<file path="src/rtl/sha256_msg_padder.sv">
// Single-block SHA-256 message padder.
// Collects a byte stream and builds one padded 512-bit block: the message
// bytes, then the 0x80 marker, then zero fill, then the 64-bit big-endian
// bit length. The block is held under a valid/ready handshake until the
// hash core takes it. A message that reaches MAX_BYTES without byte_last
// is cut off at that point and flagged with trunc_err.
module sha256_msg_padder #(
    parameter int MAX_BYTES = 55
) (
    input  logic         clk,
    input  logic         rst,
    input  logic [7:0]   byte_in,
    input  logic         byte_valid,
    input  logic         byte_last,
    output logic         byte_ready,
    output logic [511:0] block_out,
    output logic         block_valid,
    input  logic         block_ready,
    output logic [5:0]   msg_len,
    output logic         trunc_err
);

    localparam logic [1:0] COLLECT = 2'd0;
    localparam logic [1:0] PAD     = 2'd1;
    localparam logic [1:0] HOLD    = 2'd2;

    localparam logic [5:0] MAX_CNT = 6'(MAX_BYTES);

    logic [1:0]  state_reg;
    logic [1:0]  state_next;
    logic [5:0]  cnt_reg;
    logic        byte_ready_reg;
    logic        block_valid_reg;
    logic [5:0]  msg_len_reg;
    logic        trunc_err_reg;
    logic [63:0] len_field_reg;

    logic [5:0]  cnt_inc;
    logic        accept;
    logic        hit_max;
    logic        release_hs;

    // byte_ready_reg is only ever high in COLLECT, so it alone qualifies a byte.
    assign accept     = byte_valid && byte_ready_reg;
    assign cnt_inc    = cnt_reg + 6'd1;
    assign hit_max    = (cnt_inc == MAX_CNT);
    assign release_hs = (state_reg == HOLD) && block_valid_reg && block_ready;

    // Next-state decode for the COLLECT -> PAD -> HOLD cycle.
    always_comb begin
        state_next = state_reg;
        case (state_reg)
            COLLECT: if (accept && (byte_last || hit_max)) state_next = PAD;
            PAD:     state_next = HOLD;
            HOLD:    if (release_hs) state_next = COLLECT;
            default: state_next = COLLECT;
        endcase
    end

    // Control registers: state, byte counter, handshake flags and length.
    always_ff @(posedge clk or posedge rst) begin
        if (rst) begin
            state_reg       <= COLLECT;
            byte_ready_reg  <= 1'b0;
            cnt_reg         <= 6'd0;
            block_valid_reg <= 1'b0;
            msg_len_reg     <= 6'd0;
            trunc_err_reg   <= 1'b0;
        end else begin
            state_reg <= state_next;
            // Registered from the next state so byte_ready never depends
            // combinationally on byte_valid or block_ready.
            byte_ready_reg <= (state_next == COLLECT);
            if (release_hs) begin
                cnt_reg         <= 6'd0;
                block_valid_reg <= 1'b0;
                trunc_err_reg   <= 1'b0;
            end else if (state_reg == PAD) begin
                msg_len_reg     <= cnt_reg;
                block_valid_reg <= 1'b1;
            end else if (accept) begin
                cnt_reg <= cnt_inc;
                if (hit_max && !byte_last) trunc_err_reg <= 1'b1;
            end
        end
    end

    // Trailing 64-bit length field, written once in PAD.
    always_ff @(posedge clk or posedge rst) begin
        if (rst) begin
            len_field_reg <= 64'd0;
        end else if (release_hs) begin
            len_field_reg <= 64'd0;
        end else if (state_reg == PAD) begin
            len_field_reg <= {55'd0, cnt_reg, 3'b000};
        end
    end

    // One register per message byte lane; lane 0 is the first byte (MSB end).
    generate
        for (genvar gi = 0; gi < 56; gi++) begin : gen_lane
            localparam logic [5:0] LANE = 6'(gi);
            logic [7:0] lane_reg;

            // Lane takes its message byte in COLLECT, then marker/zero in PAD.
            always_ff @(posedge clk or posedge rst) begin
                if (rst) begin
                    lane_reg <= 8'h00;
                end else if (release_hs) begin
                    lane_reg <= 8'h00;
                end else if (state_reg == PAD) begin
                    if (cnt_reg == LANE)
                        lane_reg <= 8'h80;
                    else if (LANE > cnt_reg)
                        lane_reg <= 8'h00;
                end else if (accept && (cnt_reg == LANE)) begin
                    lane_reg <= byte_in;
                end
            end

            assign block_out[511-8*gi -: 8] = lane_reg;
        end
    endgenerate

    assign block_out[63:0] = len_field_reg;
    assign byte_ready      = byte_ready_reg;
    assign block_valid     = block_valid_reg;
    assign msg_len         = msg_len_reg;
    assign trunc_err       = trunc_err_reg;

endmodule

</file>
<file path="config.mk">
export PLATFORM = sky130hd
export DESIGN_NAME = sha256_msg_padder
export DESIGN_NICKNAME = d
export VERILOG_FILES = /design/src/rtl/sha256_msg_padder.sv
export SDC_FILE = /design/constraint.sdc
export NUM_CORES = 1
export LEC_CHECK = 0
export ABC_AREA = 1
export CAP_MARGIN = 20
export CORE_MARGIN = 2
export CORE_UTILIZATION = 44
export CTS_BUF_LIST = sky130_fd_sc_hd__clkbuf_16
export DETAILED_ROUTE_END_ITERATION = 16
export MAX_ROUTING_LAYER = met4
export PLACE_DENSITY = 0.77
export SLEW_MARGIN = 15
export SYNTH_ARGS = -nofsm -noshare
export SYNTH_HDL_FRONTEND = slang
export SYNTH_SLANG_ARGS = --single-unit
export TNS_END_PERCENT = 100
</file>
<file path="constraint.sdc">
create_clock -name clk -period 15.1 [get_ports clk]
set_input_delay 3.02 -clock clk [delete_from_list [all_inputs] [get_ports clk]]
set_output_delay 3.02 -clock clk [all_outputs]
set_load 0.01 [all_outputs]
</file>
* Yosys cells after proc, flatten, opt, wreduce, memory -nomap -nowiden
Cells that the tools add are included.
Operators by class: equal/unequal tests 115, add/sub/neg operators 1, reductions and logical operators 184, bitwise operators 1, order comparisons 56, multiplexer cells 294
Operators by type and width (number):
- two-way mux 8 bit | 280
- inequality test 4 x 2 -> 1 bit, second input constant | 50
- nonzero test 3 bit | 56
- == test 6 bit, second input constant | 25
- greater-than comparator 6 bit, first input constant | 24
- two-way mux 64 bit | 2
- AND reduction 2 bit | 58
- == test 6 x 5 -> 1 bit, second input constant | 16
- greater-than comparator 5 x 6 -> 1 bit, first input constant | 16
- logical AND 1 bit | 61
- == test 6 x 4 -> 1 bit, second input constant | 8
- greater-than comparator 4 x 6 -> 1 bit, first input constant | 8
- == test 6 x 3 -> 1 bit, second input constant | 4
- greater-than comparator 3 x 6 -> 1 bit, first input constant | 4
- inequality test 4 bit, second input constant | 6
- two-way mux 6 bit | 3
- == test 6 x 2 -> 1 bit, second input constant | 2
- greater-than comparator 1 x 6 -> 1 bit, first input constant | 2
- greater-than comparator 2 x 6 -> 1 bit, first input constant | 2
- adder 6 x 1 -> 6 bit, second input constant | 1
- == test 6 x 1 -> 1 bit, second input constant | 1
- zero test 6 bit | 1
- two-way mux 1 bit | 6
- case mux 2 bit (3 select lines) | 1
- other kinds (10) | 14
Storage, ports and cells: output and inout bits 521, word-level logic and storage cells 714, register bits after elaboration 529, input bits 13

* Logic depth before layout (Yosys ltp)
depth after elaboration 7, depth in mapped cells 13, depth with buffers taken out 11

* Least setup slack after synthesis
OpenSTA, ideal clock, no wires.
path kind input to register, start in block_ready, end reg gen_lane[23].lane_reg[7], library setup time 0.123 ns, data arrival time 4.182 ns, path slack 10.795 ns, stages 11, path through nand2_1 > inv_1 > nand2_2 > nand2_2 > inv_2 > buf_4 > or2_1 > buf_2 > buf_2 > nand3_1 > nand2_1
On the way: longest elaborated chain between the ends 3
Ends and longest elaborated chain:
- from (decl) | RTL line 18 | input logic block_ready,
- logical AND 1 bit (*) | RTL line 47 | assign release_hs = (state_reg == HOLD) && block_valid_reg && block_ready;
- inequality test 4 x 2 -> 1 bit (no line) or nonzero test 3 bit (tied branches)
- AND reduction 2 bit (no line)
- to (signal assigned) | RTL line 117 | lane_reg <= byte_in;
- to (decl) | RTL line 103 | logic [7:0] lane_reg;
Mark *: on every way between the ends. The rest lies on a longest branch, timed or not. A chain may end at the register's enable or synchronous reset.

* Worst setup path after layout
start in block_ready, end reg gen_lane[25].lane_reg[0]
On the way: longest elaborated chain between the ends 3
Ends and longest elaborated chain (RTL line):
- logical AND 1 bit (*) | 47
- inequality test 4 x 2 -> 1 bit (no line) or nonzero test 3 bit (tied branches)
- AND reduction 2 bit (no line)
- to (signal assigned) | 117
- to (decl) | 103
Marks and branches as above.

==> flow_metrics.py <==
metrics = {
    "clock_network": {
        "cts_tree": "built",
        "htreeDepth": 2,
        "postCtsSetupBuffers": 0,
        "cts_buffers": 48,
        "clock_sinks": 471,
        "insertion_delay_ps": 570,
        "holdBufCountCts": 0,
        "cts_buffer_depth": 3,
        "clk_pin_slew_worst_paths_ps": 60,
        "post_cts_resized": 0,
        "clockRootBuffer": "clkbuf_16",
    },
    "worst_setup_path": {
        "worst_ep_required_time_ps": 15610,
        "cp-end-kind": "flip-flop",
        "critPathKind": "in -> reg",
        "path_cells": "clkdlybuf4s50_1, nand2_1, inv_1, nand2_2, nand2_2, inv_2, nand2_2, buf_4, inv_1, nand2_1, nand2_1",
        "critPathMaxStageDelay_ps": 700,
        "startpoint_type": "input pin",
        "worst-path-buf-inv": 5,
        "r2r_slack_ps": 11710,
        "crit_fanout": 34,
        "cp_slowest_cell": "inv_2",
        "critPathArrivalTime_ps": 6340,
        "cp_top_family": "buffers and inverters",
    },
    "worst_hold_path": {
        "hold_class": "reg -> reg",
    },
    "global_routing": {
        "grt_pass1_wl_um": 103000,
        "grt_overflow_total": 0,
        "grt_pass1_vias": 16584,
        "grt_antenna_before_repair": 1,
        "grt_use_total": 0.297,
        "grt_max_degree": 85,
    },
    "place": {
        "dp.cells": 3071,
        "io_buffers": 475,
        "place_congestion": 0.973,
        "dp_hpwl_um": 47900,
    },
    "sta": {
        "slew_headroom": 0.314,
        "tns_ps": 0,
        "setup_viol": 0,
        "fin_crit_ps": 5830,
        "hold_viol_final": 0,
        "fmax_ghz": 0.172,
        "fin_skew_ps": 10.2,
        "slew_violations": 0,
        "rsz0062_at_grt": "no",
        "worst_slew_pin_slew_ps": 1030,
        "hold_ws_ps": 470,
        "finalCritPeriodShare": 0.386,
    },
    "power_and_ir_drop": {
        "leakagePower_nw": 11.8,
        "internal_power_w": 0.00375,
        "powerDensity_mw_per_mm2": 241,
        "swShare": 0.399,
        "peakVddDrop_mv": 0.138,
        "clkPwrFrac": 0.176,
        "p_comb_frac": 0.466,
        "switchingPower_w": 0.00249,
        "power.share.sequential": 0.357,
    },
    "route": {
        "via_per_inst": 5.32,
        "drc": 0,
        "ant_nets": 0,
        "wl_per_cell_um": 21.4,
        "routed_wl_um": 67700,
        "vias": 16805,
        "drt_pass1_iterations": 5,
        "drt-initial-drc-count": 1518,
    },
    "logic_synthesis": {
        "syn_inst": 2106,
        "synthArstFlopShare": 1.00,
        "yosysWarnings": 0,
        "syn_area_mm2": 0.0196,
        "synth_flop_cell": "dfrtp_1",
        "synth-seq-area-share": 0.600,
        "synth-edff-count": 0,
        "syn_avg_cell_area_um2": 9.32,
        "synth_top_cell_by_area": "dfrtp_1",
        "synth_top_area_share": 0.600,
        "synthTopCellsByArea": "dfrtp_1 (60%), nand2_1 (11%), o21ai_0 (4.5%)",
        "yosysUniqueCellTypes": 42,
        "ys_ff_latch": 471,
    },
    "cells_and_area": {
        "regArea_mm2": 0.0118,
        "multi_input_area_mm2": 0.00676,
        "fillCellCount": 3779,
        "drive_above_1_share": 0.0806,
        "final_nets": 2548,
        "largest_register_ffs": 448,
        "syn_to_final_growth_pct": 31.8,
        "fin_cells": 3161,
    },
    "die": {
        "initial_core_util": 0.445,
        "io_pins": 534,
        "dieArea_mm2": 0.0463,
        "coreArea_mm2": 0.0441,
        "num_rows": 77,
        "die_x_um": 215,
        "dieHeight_um": 215,
    },
    "flow_run": {
        "maxCapViolCount": 0,
    },
    "status": {
        "outcome": "completed",
    },
}
-- cells in the mapped netlist (2+ instances only) --
library cell,n
nor3_1,20
buf_1,6
clkbuf_1,34
or2_1,2
ha_1,4
nand3_2,6
inv_4,2
nand4_1,4
o31ai_1,2
clkinv_1,5
a21oi_1,115
buf_6,11
nor2_4,6
nor2_2,7
nand2_4,4
inv_1,40
o21a_1,2
buf_2,52
o21ai_2,38
nand2_2,30
inv_2,9
dfrtp_1,471
o21ai_1,134
buf_4,73
o22ai_1,3
nor3_2,2
nor2_1,150
nand2_1,559
o21ai_0,175
nand3_1,128
-- cells in the final DEF, fill, tap and decap left out, types with 2 or more instances in the layout --
cell	Yosys	layout
nand2_2	30	35
dfrtp_1	471	471
clkinvlp_4	0	4
buf_4	73	19
nand3_1	128	128
o21ai_1	134	134
ha_1	4	4
clkinv_4	1	2
clkdlybuf4s50_1	0	475
conb_1	1	58
o22ai_1	3	3
clkinv_2	0	13
nand3_2	6	6
nor2_2	7	7
o21ai_2	38	39
clkbuf_16	0	49
nand2_4	4	4
o21ai_0	175	174
nor3_2	2	2
nor2_1	150	150
or2_1	2	2
o31ai_1	2	2
nand4_1	4	4
nor3_1	20	20
inv_2	9	11
a21oi_1	115	115
clkinv_1	5	15
nand2_1	559	554
inv_1	40	46
nor2_4	6	6
o21a_1	2	2
inv_4	2	2
-- layer usage --
layer	wire, µm	part of all wire	track usage	vias up
met5	0	0	-	-
met4	2190	0.032	0.101	0
li1	-	-	-	7676
met2	32400	0.48	0.472	710
met1	27900	0.41	0.380	8289
met3	5230	0.077	0.0648	130
-- cells by family (layout without fill, tap and decap cells) --
kind of cell	count (synthesis)	count (layout)	share of synthesized area
fa+ha+maj	4	4	0.00255
other cells	1	59	0.000191
flops	471	471	0.600
simple gates	920	920	0.199
compound gates	476	476	0.131
buf+inv	234	639	0.0668
-- final timing paths --
| kind | start | end | cells after the start |
|---|---|---|---|
| min in group asynchronous | rst | gen_lane[53].lane_reg[4]$_DFFE_PP0P_ | 2 |
| min | len_field_reg[4]$_DFFE_PP0N_ | len_field_reg[4]$_DFFE_PP0N_ | 2 |
| max | block_ready | gen_lane[25].lane_reg[0]$_DFFE_PP0P_ | 11 |
| max in group asynchronous | rst | gen_lane[27].lane_reg[6]$_DFFE_PP0P_ | 4 |
| max reg2reg | cnt_reg[0]$_DFFE_PP0P_ | gen_lane[46].lane_reg[2]$_DFFE_PP0P_ | 9 |
| min reg2reg | len_field_reg[4]$_DFFE_PP0N_ | len_field_reg[4]$_DFFE_PP0N_ | 2 |
-- power by group through the flow --
stage	clock network (W)	logic [W]	registers, W
2_1_floorplan	0	0.00114	0.00240
3_3_place_gp	0	0.00285	0.00222
3_5_place_dp	0	0.00290	0.00224
4_1_cts	0.00112	0.00292	0.00223
5_1_grt	0.00116	0.00315	0.00229
6_report	0.00110	0.00291	0.00223
-- worst reg2reg max path: stages (launching register included) --
cell      delay [ps]
dfrtp_1          500
inv_1            290
ha_1             520
clkinv_1         590
nor2_1           310
nand2_1          130
o21ai_1          170
nand2_1          440
nand2_1          210
o21ai_1           90
-- per-stage QoR --
step / utilization / worst slack, ps / power (W) / area [µm²]
floorplan: - / 5700 / 0.00354 / 19800
global placement: 0.553 / 8800 / 0.00506 / 24400
detailed placement: 0.553 / 8730 / 0.00514 / 24400
CTS: 0.586 / 9330 / 0.00626 / 25800
global route: 0.586 / 9050 / 0.00659 / 25900
finish: 0.586 / 9270 / 0.00624 / 25900
-- final cells by class --
type,instances,area share
well taps,592,0.0286
inverters,57,0.00880
clock inverters,38,0.00798
diodes,1,0.0000967
flip-flops and latches,471,0.455
repair buffers,495,0.190
multi-input cells,1458,0.261
clock buffers,49,0.0474
No activity file was read; power rests on OpenSTA's default activity.
